**config.mk**
```make
export PLATFORM = sky130hd
export DESIGN_NAME = upscaler_frame_sequencer
export DESIGN_NICKNAME = d
export VERILOG_FILES = /design/src/rtl/upscaler_frame_sequencer.sv
export SDC_FILE = /design/constraint.sdc
export NUM_CORES = 1
export LEC_CHECK = 0
export ABC_AREA = 0
export CORE_MARGIN = 2
export CORE_UTILIZATION = 39
export DETAILED_ROUTE_END_ITERATION = 10
export MAX_ROUTING_LAYER = met4
export PLACE_DENSITY_LB_ADDON = 0.1
export SLEW_MARGIN = 10
export SYNTH_ARGS = -nofsm -noshare
export SYNTH_HDL_FRONTEND = slang
export SYNTH_SLANG_ARGS = --single-unit
```
**constraint.sdc**
```tcl
create_clock -name clk -period 3.3 [get_ports clk]
set_input_delay 0.33 -clock clk [delete_from_list [all_inputs] [get_ports clk]]
set_output_delay 0.33 -clock clk [all_outputs]
set_load 0.01 [all_outputs]
```
**src/rtl/upscaler_frame_sequencer.sv**
```systemverilog
// upscaler_frame_sequencer
// Buffers 2x2 pixel quads from a valid/ready source and replays them to the
// upscaler as unbroken line bursts of LINE_BEATS beats. Each picture is framed
// by a vsync pulse, bursts are separated by horizontal blanking, and completion
// is reported only after the upscaler output has been idle for DRAIN_IDLE cycles.
module upscaler_frame_sequencer #(
  parameter int DW           = 8,
  parameter int FRAME_WIDTH  = 40,
  parameter int FRAME_HEIGHT = 16,
  parameter int HBLANK       = 4,
  parameter int VS_LEN       = 2,
  parameter int DRAIN_IDLE   = 8
) (
  input  logic                                 clk,
  input  logic                                 rst_n,
  input  logic                                 start,
  input  logic                                 abort,
  input  logic                                 s_valid,
  output logic                                 s_ready,
  input  logic [DW*4-1:0]                      s_data,
  output logic                                 up_hsync,
  output logic                                 up_vsync,
  output logic [DW*4-1:0]                      up_data,
  input  logic                                 up_hsync_o,
  output logic                                 busy,
  output logic                                 frame_done,
  output logic [$clog2(FRAME_HEIGHT/2+1)-1:0]  line_idx
);

  localparam int LINE_BEATS = FRAME_WIDTH / 2;
  localparam int LINES      = FRAME_HEIGHT / 2;
  localparam int DEPTH      = 2 * LINE_BEATS;
  localparam int AW         = (DEPTH > 1) ? $clog2(DEPTH) : 1;
  localparam int CW         = $clog2(DEPTH + 1);
  localparam int LW         = $clog2(LINES + 1);
  localparam int T_A        = (VS_LEN > LINE_BEATS) ? VS_LEN : LINE_BEATS;
  localparam int T_B        = (HBLANK > DRAIN_IDLE) ? HBLANK : DRAIN_IDLE;
  localparam int TMAX       = (T_A > T_B) ? T_A : T_B;
  localparam int TW         = $clog2(TMAX + 1);

  typedef enum logic [2:0] {
    ST_IDLE  = 3'd0,
    ST_VSYNC = 3'd1,
    ST_WAIT  = 3'd2,
    ST_BURST = 3'd3,
    ST_GAP   = 3'd4,
    ST_DRAIN = 3'd5,
    ST_FLUSH = 3'd6
  } state_t;

  // Circular pointer advance; DEPTH need not be a power of two.
  function automatic logic [AW-1:0] ptr_inc(input logic [AW-1:0] p);
    if (p == AW'(DEPTH - 1)) begin
      return {AW{1'b0}};
    end else begin
      return p + AW'(1);
    end
  endfunction

  state_t            state_r;
  state_t            next_state_s;
  logic [TW-1:0]     cnt_r;
  logic [CW-1:0]     count_r;
  logic [AW-1:0]     wr_ptr_r;
  logic [AW-1:0]     rd_ptr_r;
  logic [DW*4-1:0]   mem_r [DEPTH];
  logic              ready_en_r;
  logic              abort_pend_r;
  logic              s_ready_s;
  logic              push_s;
  logic              pop_s;
  logic              last_beat_s;

  logic              up_hsync_r;
  logic              up_vsync_r;
  logic [DW*4-1:0]   up_data_r;
  logic              busy_r;
  logic              frame_done_r;
  logic [LW-1:0]     line_idx_r;

  logic              up_hsync_nx_s;
  logic              up_vsync_nx_s;
  logic [DW*4-1:0]   up_data_nx_s;
  logic              busy_nx_s;
  logic              frame_done_nx_s;
  logic [LW-1:0]     line_idx_nx_s;

  // The FIFO is never filled while flushing, so FLUSH can clear it in one cycle.
  assign s_ready_s   = ready_en_r && (count_r < CW'(DEPTH)) && (state_r != ST_FLUSH);
  assign push_s      = s_valid && s_ready_s;
  // A beat is popped on the edge that presents it, so up_data lines up with up_hsync.
  assign pop_s       = (next_state_s == ST_BURST);
  assign last_beat_s = (state_r == ST_BURST) && (cnt_r == TW'(LINE_BEATS - 1));

  assign s_ready    = s_ready_s;
  assign up_hsync   = up_hsync_r;
  assign up_vsync   = up_vsync_r;
  assign up_data    = up_data_r;
  assign busy       = busy_r;
  assign frame_done = frame_done_r;
  assign line_idx   = line_idx_r;

  // State register.
  always_ff @(posedge clk or negedge rst_n) begin
    if (!rst_n) begin
      state_r <= ST_IDLE;
    end else begin
      state_r <= next_state_s;
    end
  end

  // Next-state decode; abort during a burst is deferred to the burst's last beat.
  always_comb begin
    next_state_s = state_r;
    case (state_r)
      ST_IDLE: begin
        if (start) begin
          next_state_s = abort ? ST_FLUSH : ST_VSYNC;
        end else begin
          next_state_s = ST_IDLE;
        end
      end
      ST_VSYNC: begin
        if (abort) begin
          next_state_s = ST_FLUSH;
        end else if (cnt_r == TW'(VS_LEN - 1)) begin
          next_state_s = ST_WAIT;
        end else begin
          next_state_s = ST_VSYNC;
        end
      end
      ST_WAIT: begin
        if (abort) begin
          next_state_s = ST_FLUSH;
        end else if (count_r >= CW'(LINE_BEATS)) begin
          next_state_s = ST_BURST;
        end else begin
          next_state_s = ST_WAIT;
        end
      end
      ST_BURST: begin
        if (last_beat_s) begin
          next_state_s = (abort_pend_r || abort) ? ST_FLUSH : ST_GAP;
        end else begin
          next_state_s = ST_BURST;
        end
      end
      ST_GAP: begin
        if (abort) begin
          next_state_s = ST_FLUSH;
        end else if (cnt_r == TW'(HBLANK - 1)) begin
          next_state_s = (line_idx_r < LW'(LINES)) ? ST_WAIT : ST_DRAIN;
        end else begin
          next_state_s = ST_GAP;
        end
      end
      ST_DRAIN: begin
        if (abort) begin
          next_state_s = ST_FLUSH;
        end else if (!up_hsync_o && (cnt_r == TW'(DRAIN_IDLE - 1))) begin
          next_state_s = ST_IDLE;
        end else begin
          next_state_s = ST_DRAIN;
        end
      end
      ST_FLUSH: begin
        next_state_s = ST_IDLE;
      end
      default: begin
        next_state_s = ST_IDLE;
      end
    endcase
  end

  // Next values of the registered outputs, decoded from the upcoming state.
  always_comb begin
    up_hsync_nx_s   = (next_state_s == ST_BURST);
    up_vsync_nx_s   = (next_state_s == ST_VSYNC);
    busy_nx_s       = (next_state_s != ST_IDLE);
    frame_done_nx_s = (state_r == ST_DRAIN) && (next_state_s == ST_IDLE);
    if (pop_s) begin
      up_data_nx_s = mem_r[rd_ptr_r];
    end else begin
      up_data_nx_s = up_data_r;
    end
    if ((state_r == ST_IDLE) && (next_state_s == ST_VSYNC)) begin
      line_idx_nx_s = {LW{1'b0}};
    end else if (last_beat_s) begin
      line_idx_nx_s = line_idx_r + LW'(1);
    end else begin
      line_idx_nx_s = line_idx_r;
    end
  end

  // Output registers.
  always_ff @(posedge clk or negedge rst_n) begin
    if (!rst_n) begin
      up_hsync_r   <= 1'b0;
      up_vsync_r   <= 1'b0;
      up_data_r    <= {(DW*4){1'b0}};
      busy_r       <= 1'b0;
      frame_done_r <= 1'b0;
      line_idx_r   <= {LW{1'b0}};
    end else begin
      up_hsync_r   <= up_hsync_nx_s;
      up_vsync_r   <= up_vsync_nx_s;
      up_data_r    <= up_data_nx_s;
      busy_r       <= busy_nx_s;
      frame_done_r <= frame_done_nx_s;
      line_idx_r   <= line_idx_nx_s;
    end
  end

  // Shared per-state timer; in DRAIN it counts consecutive idle upscaler cycles.
  always_ff @(posedge clk or negedge rst_n) begin
    if (!rst_n) begin
      cnt_r <= {TW{1'b0}};
    end else if (next_state_s != state_r) begin
      cnt_r <= {TW{1'b0}};
    end else if ((state_r == ST_IDLE) || (state_r == ST_WAIT)) begin
      cnt_r <= {TW{1'b0}};
    end else if ((state_r == ST_DRAIN) && up_hsync_o) begin
      cnt_r <= {TW{1'b0}};
    end else begin
      cnt_r <= cnt_r + TW'(1);
    end
  end

  // Abort seen mid-burst is held until the burst has delivered every beat.
  always_ff @(posedge clk or negedge rst_n) begin
    if (!rst_n) begin
      abort_pend_r <= 1'b0;
    end else if (state_r != ST_BURST) begin
      abort_pend_r <= 1'b0;
    end else if (abort) begin
      abort_pend_r <= 1'b1;
    end else begin
      abort_pend_r <= abort_pend_r;
    end
  end

  // Source acceptance is held off for the first cycle out of reset.
  always_ff @(posedge clk or negedge rst_n) begin
    if (!rst_n) begin
      ready_en_r <= 1'b0;
    end else begin
      ready_en_r <= 1'b1;
    end
  end

  // FIFO occupancy and pointers; FLUSH discards everything buffered.
  always_ff @(posedge clk or negedge rst_n) begin
    if (!rst_n) begin
      count_r  <= {CW{1'b0}};
      wr_ptr_r <= {AW{1'b0}};
      rd_ptr_r <= {AW{1'b0}};
    end else if (state_r == ST_FLUSH) begin
      count_r  <= {CW{1'b0}};
      wr_ptr_r <= {AW{1'b0}};
      rd_ptr_r <= {AW{1'b0}};
    end else begin
      if (push_s && !pop_s) begin
        count_r <= count_r + CW'(1);
      end else if (!push_s && pop_s) begin
        count_r <= count_r - CW'(1);
      end else begin
        count_r <= count_r;
      end
      if (push_s) begin
        wr_ptr_r <= ptr_inc(wr_ptr_r);
      end else begin
        wr_ptr_r <= wr_ptr_r;
      end
      if (pop_s) begin
        rd_ptr_r <= ptr_inc(rd_ptr_r);
      end else begin
        rd_ptr_r <= rd_ptr_r;
      end
    end
  end

  // FIFO storage; contents are meaningful only through the pointers.
  always_ff @(posedge clk) begin
    if (push_s) begin
      mem_r[wr_ptr_r] <= s_data;
    end
  end

endmodule
```
Word level (Yosys, flattened, before mapping) --
Memory sizes are Yosys's and may differ from the RTL's. A register that Yosys moved wholly into a read port is not among the register bits. Index checks and enable logic that the tools add are counted.
Storage, ports and cells: register bits 36, memories kept 1, logic and storage cells 95, memory bits (writable) 1280, output and inout bits 41
Operators by class: order comparisons 3, multiplexer cells 32, equality and inequality tests 17, add/subtract/negate cells 6, reduce and logical (&&, ||, !) cells 24
Memories:
- mem_r | words 40, bits a word 32, read ports 1, clocked after Yosys merged registers in 1, write ports 1, line 66 | logic [DW*4-1:0] mem_r [DEPTH];
Operators with widths (number):
- 2-to-1 mux 6 bit | 9
- 2-to-1 mux 3 bit | 10
- adder 6 x 1 -> 6 bit (second input constant) | 3
- one-hot mux 3 bit (6 select lines) | 1
- 2-to-1 mux 5 bit | 3
- equality test 6 bit (second input constant) | 2
- logical AND 1 bit | 10
- equality test 3 x 2 -> 1 bit (second input constant) | 3
- equality test 3 bit (second input constant) | 3
- 2-to-1 mux 4 bit | 2
- nonzero test 2 bit | 4
- equality test 3 x 1 -> 1 bit (second input constant) | 2
- greater-or-equal comparator 6 x 5 -> 1 bit (second input constant) | 1
- zero test 3 bit | 2
- less-than comparator 6 bit (second input constant) | 1
- nonzero test 3 bit | 2
- subtractor 6 x 1 -> 6 bit (second input constant) | 1
- adder 5 x 1 -> 5 bit (second input constant) | 1
- equality test 5 x 1 -> 1 bit (second input constant) | 1
- equality test 5 x 2 -> 1 bit (second input constant) | 1
- equality test 5 x 3 -> 1 bit (second input constant) | 1
- equality test 5 bit (second input constant) | 1
- 2-to-1 mux 1 bit | 5
- adder 4 x 1 -> 4 bit (second input constant) | 1
- other kinds (7) | 12

Depth between registers and ports, before layout --
word-level depth 10, mapped depth 13, gate-level depth less buffers 12

Worst setup path before layout --
OpenSTA, ideal clock, no wires.
path kind reg2reg, start point register state_r[0], end point memory mem_r[36][0] (netlist bit), enable pin, arrival time 2.748 ns, clock period less this slack 3.169 ns, setup slack 0.131 ns, required time 2.879 ns, cell stages (with the launch flop) 8, path through dfrtp_1 > clkbuf_1 > nand3b_1 > and4_1 > clkbuf_1 > and2_1 > nand2_1 > nor2_1
Between the ends: cells in the longest elaborated chain, start to end 5
RTL lines:
- from (decl) | line 60 | state_t state_r;
- from (signal assigned) | line 108 | state_r <= next_state_s;
- != test 3 bit | line 89 | assign s_ready_s = ready_en_r && (count_r < CW'(DEPTH)) && (state_r != ST_FLUSH);
- logical AND 1 bit | line 89
- logical AND 1 bit | line 90 | assign push_s = s_valid && s_ready_s;
- 2-to-1 mux 1 bit | line 284 | if (push_s) begin
- 2-to-1 mux 1 bit (not written as such) | line 285 | mem_r[wr_ptr_r] <= s_data;
- to (decl) | line 66
Every way passes these cells.

Final worst setup path --
start point register state_r[1], end point register count_r[5]
Between the ends: cells in the longest elaborated chain, start to end 9, elaborated cells on any way between the ends 21
RTL lines:
- equality test 3 x 2 -> 1 bit | line 93, 115
- logical AND 1 bit | line 93 | assign last_beat_s = (state_r == ST_BURST) && (cnt_r == TW'(LINE_BEATS - 1));
- 2-to-1 mux 3 bit | line 142 | if (last_beat_s) begin
- one-hot mux 3 bit (6 select lines) | line 115 | case (state_r)
- equality test 3 x 2 -> 1 bit | line 92 | assign pop_s = (next_state_s == ST_BURST);
- zero test 1 bit | line 262 | if (push_s && !pop_s) begin
- logical AND 1 bit | line 262
- 2-to-1 mux 6 bit | line 262
- 2-to-1 mux 6 bit | line 257 | end else if (state_r == ST_FLUSH) begin
- to (signal assigned) | line 258 | count_r <= {CW{1'b0}};
- to (signal assigned) | line 263 | count_r <= count_r + CW'(1);
- to (signal assigned) | line 265 | count_r <= count_r - CW'(1);
- to (decl) | line 63 | logic [CW-1:0] count_r;
Parallel ways exist; a longest one is shown, timed or not. A chain may end at the register's enable or synchronous reset.

==> impl_metrics.ini <==
[sta]
worst_slew_pin_slew_ns = 0.977
rsz0062_at_grt = false
finalHoldViolCount = 0
slew_headroom_pct = 34.8
finalCriticalPeriod_ns = 3.07
max_freq_mhz = 326
setup_violations = 0
report.final.slew_viol_count = 0
finClkSkew_ns = 0.0350
min_period_over_period_pct = 93.0
setup_tns_ns = 0

[grt]
grtUsageTotal_pct = 20.8
antenna_found_initial = 2
grt_pass1_wl_um = 192000
grt-ovfl-total = 0
grt_pass1_vias = 25300
grt_max_degree = 56

[synth]
netlist_area_mm2 = 0.0517
yosys_warnings = 0
synth_ff_type = edfxtp_1
ys_ff_latch = 1348
synth.net_count = 2273
syn_area_per_cell_um2 = 23.2
syn_inst = 2225
synth_edf_count = 1280
postSynth.asyncResetShare_pct = 5.04
ys_seq_area_share_pct = 77.7
ys_types = 56

[setup_path]
crit_path_end_kind = flop
worstSetupStartpointType = flop
crit_chain = nand3b_1 -> and4_1 -> nand2_1 -> ha_1 -> a21o_1 -> a21oi_1 -> o21ai_0 -> mux2i_1 -> xor2_1 -> nor2_1
worstPathRequired_ns = 3.91
cp_slowest_stage_delay_ns = 0.51
crit_fanout = 14
crit_type = reg2reg
crit_arrival_ns = 3.68
slowest_stage = dfrtp_1

[routing]
drt_iter0_drc = 2324
dr_total_vias = 24400
via_per_inst = 5.57
wirelength_um = 135000
wl_per_cell_um = 30.8
ant_nets = 0
drt_first_pass_iters = 7
drc = 0

[power]
p_per_area_mw_per_mm2 = 738
ir_worst_vdd_mv = 0.572
power_leakage_uw = 0.0191

[clock_tree]
cts-buffers-inserted = 149
cts.path.max_buffers = 3
post_cts_buffers = 0
htreeDepth = 4
cts_root_buf = clkbuf_16
clkTransAtPathRegs_ns = 0.06
hold_buffers = 1
cts_tree = done
clkSinkCount = 1348
clk_latency_ns = 0.77
cts_resized = 0

[die]
start_util_pct = 39.3
io_pins = 79
die-area_mm2 = 0.135
coreArea_mm2 = 0.131
die_w_um = 368
dieHeight_um = 368
rows = 133

[placement]
gp_congestion = 0.797
dp.final_hpwl_um = 75500
place_inst = 4107
io_buffers = 78

[finish]
fin_nets = 2552
layout_common_cells = edfxtp_1, mux4_2, clkbuf_16, buf_4, clkdlybuf4s50_1
instances_no_fill = 4381
layout_commonest_cell = edfxtp_1
drive_above_1_share_pct = 32.1
syn_to_final_growth_pct = 18.4
final_util_pct = 46.6
fill_cells = 10900

[min_path]
min_path_type = in2async

[run]
cap_violations = 0

[outcome]
status = finished clean
-- flip-flops by register name (all words and copies together), names as in the netlist, 3 cells and up --
signal,flops
cnt_r,5
count_r,6
wr_ptr_r,6
state_r,3
rd_ptr_r,6
mem_r,1280
line_idx,4
up_data,32
-- routing by layer --
metal  global-route usage, %  part of all wire [%]  up-vias
li1                        -                     -    10100
met5                       -                     0        -
met4                    5.25                   1.8        0
met3                    3.05                   4.5      155
met2                    32.8                    50      648
met1                    28.6                    44    13500
-- where the power goes --
group          internal [µW]  switching, µW
Clock                   9810           6640
Sequential             19200            576
Combinational           4590           4340
Total                  33600          11600
-- critical path, delay by kind of cell, from the launching register on --
family / cells / cell delay [ns]
XOR/XNOR: 1 / 0.19
AND/OR/NAND/NOR: 4 / 1.09
adder cells (fa/ha/maj): 1 / 0.32
multiplexers: 1 / 0.21
AO/OA/AOI/OAI: 3 / 0.60
flip-flops: 1 / 0.51
-- layout make-up --
| class | count | area [µm²] | share of cell area, % |
|---|---|---|---|
| Antenna cell | 1 | 2.50 | 0.00409 |
| Clock buffer | 190 | 4150 | 6.77 |
| Clock inverter | 82 | 754 | 1.23 |
| Inverter | 10 | 42.5 | 0.0695 |
| Multi-Input combinational cell | 750 | 11300 | 18.4 |
| Sequential cell | 1348 | 40100 | 65.6 |
| Tap cell | 1755 | 2200 | 3.59 |
| Timing Repair Buffer | 245 | 2660 | 4.35 |
-- Yosys cell counts, drive strengths merged (2+ instances only) --
library cell  number  share of area, %
edfxtp          1280                74
mux4             380                17
nor2              72              0.54
dfrtp             68               3.3
a22oi             62              0.90
nand2             62              0.45
clkbuf            59              0.43
buf               58              0.66
mux2              32              0.70
o21ai             21              0.20
a21oi             12              0.12
nand3             12              0.12
xor2              11              0.19
inv               10             0.073
ha                 9              0.22
nor3               9             0.087
nor2b              7             0.085
mux2i              6              0.12
xnor2              4             0.068
and3               3             0.036
nand3b             3             0.044
nand4              3             0.036
o41ai              3             0.051
or3                3             0.036
a2111oi            2             0.034
a21o               2             0.029
a311oi             2             0.034
a31oi              2             0.024
and2               2             0.024
nand2b             2             0.024
nand4bb            2             0.075
nor3b              2             0.029
o21a               2             0.029
o31ai              2             0.029
-- logic make-up (layout without fill, tap and decap cells) --
group / Yosys count / after routing / synth area share (%)
other: 1 / 2 / 0.00726
AO/OA/AOI/OAI: 119 / 119 / 1.61
adder cells (fa/ha/maj): 10 / 10 / 0.257
flip-flops: 1348 / 1348 / 77.7
AND/OR/NAND/NOR: 187 / 187 / 1.67
XOR/XNOR: 15 / 15 / 0.254
buffers and inverters: 127 / 527 / 1.16
multiplexers: 418 / 418 / 17.4
-- final timing paths --
path	from	to	slack [ns]	cells after the start
min	rst_n	frame_done	0.25	2
min in group clk	start	line_idx[2]	0.34	4
max	state_r[1]	count_r[5]	0.23	10
max reg2reg	state_r[1]	count_r[5]	0.23	10
max in group asynchronous	rst_n	up_data[4]	2.11	3
min reg2reg	abort_pend_r	abort_pend_r	0.50	2
-- per-stage QoR --
step | instance area (µm²) | setup slack [ns] | hold WS (ns) | power (µW)
detailed placement | 56300 | 0.279 | 0.485 | 29300
floorplan | 51700 | 0.131 | 0.0344 | 25800
finish | 61200 | 0.232 | 0.255 | 45200
global placement | 56300 | 0.299 | 0.471 | 29200
global route | 61200 | 0.0628 | 0.286 | 46900
CTS | 61200 | 0.268 | 0.244 | 45800
(Power assumes the default switching activity.)
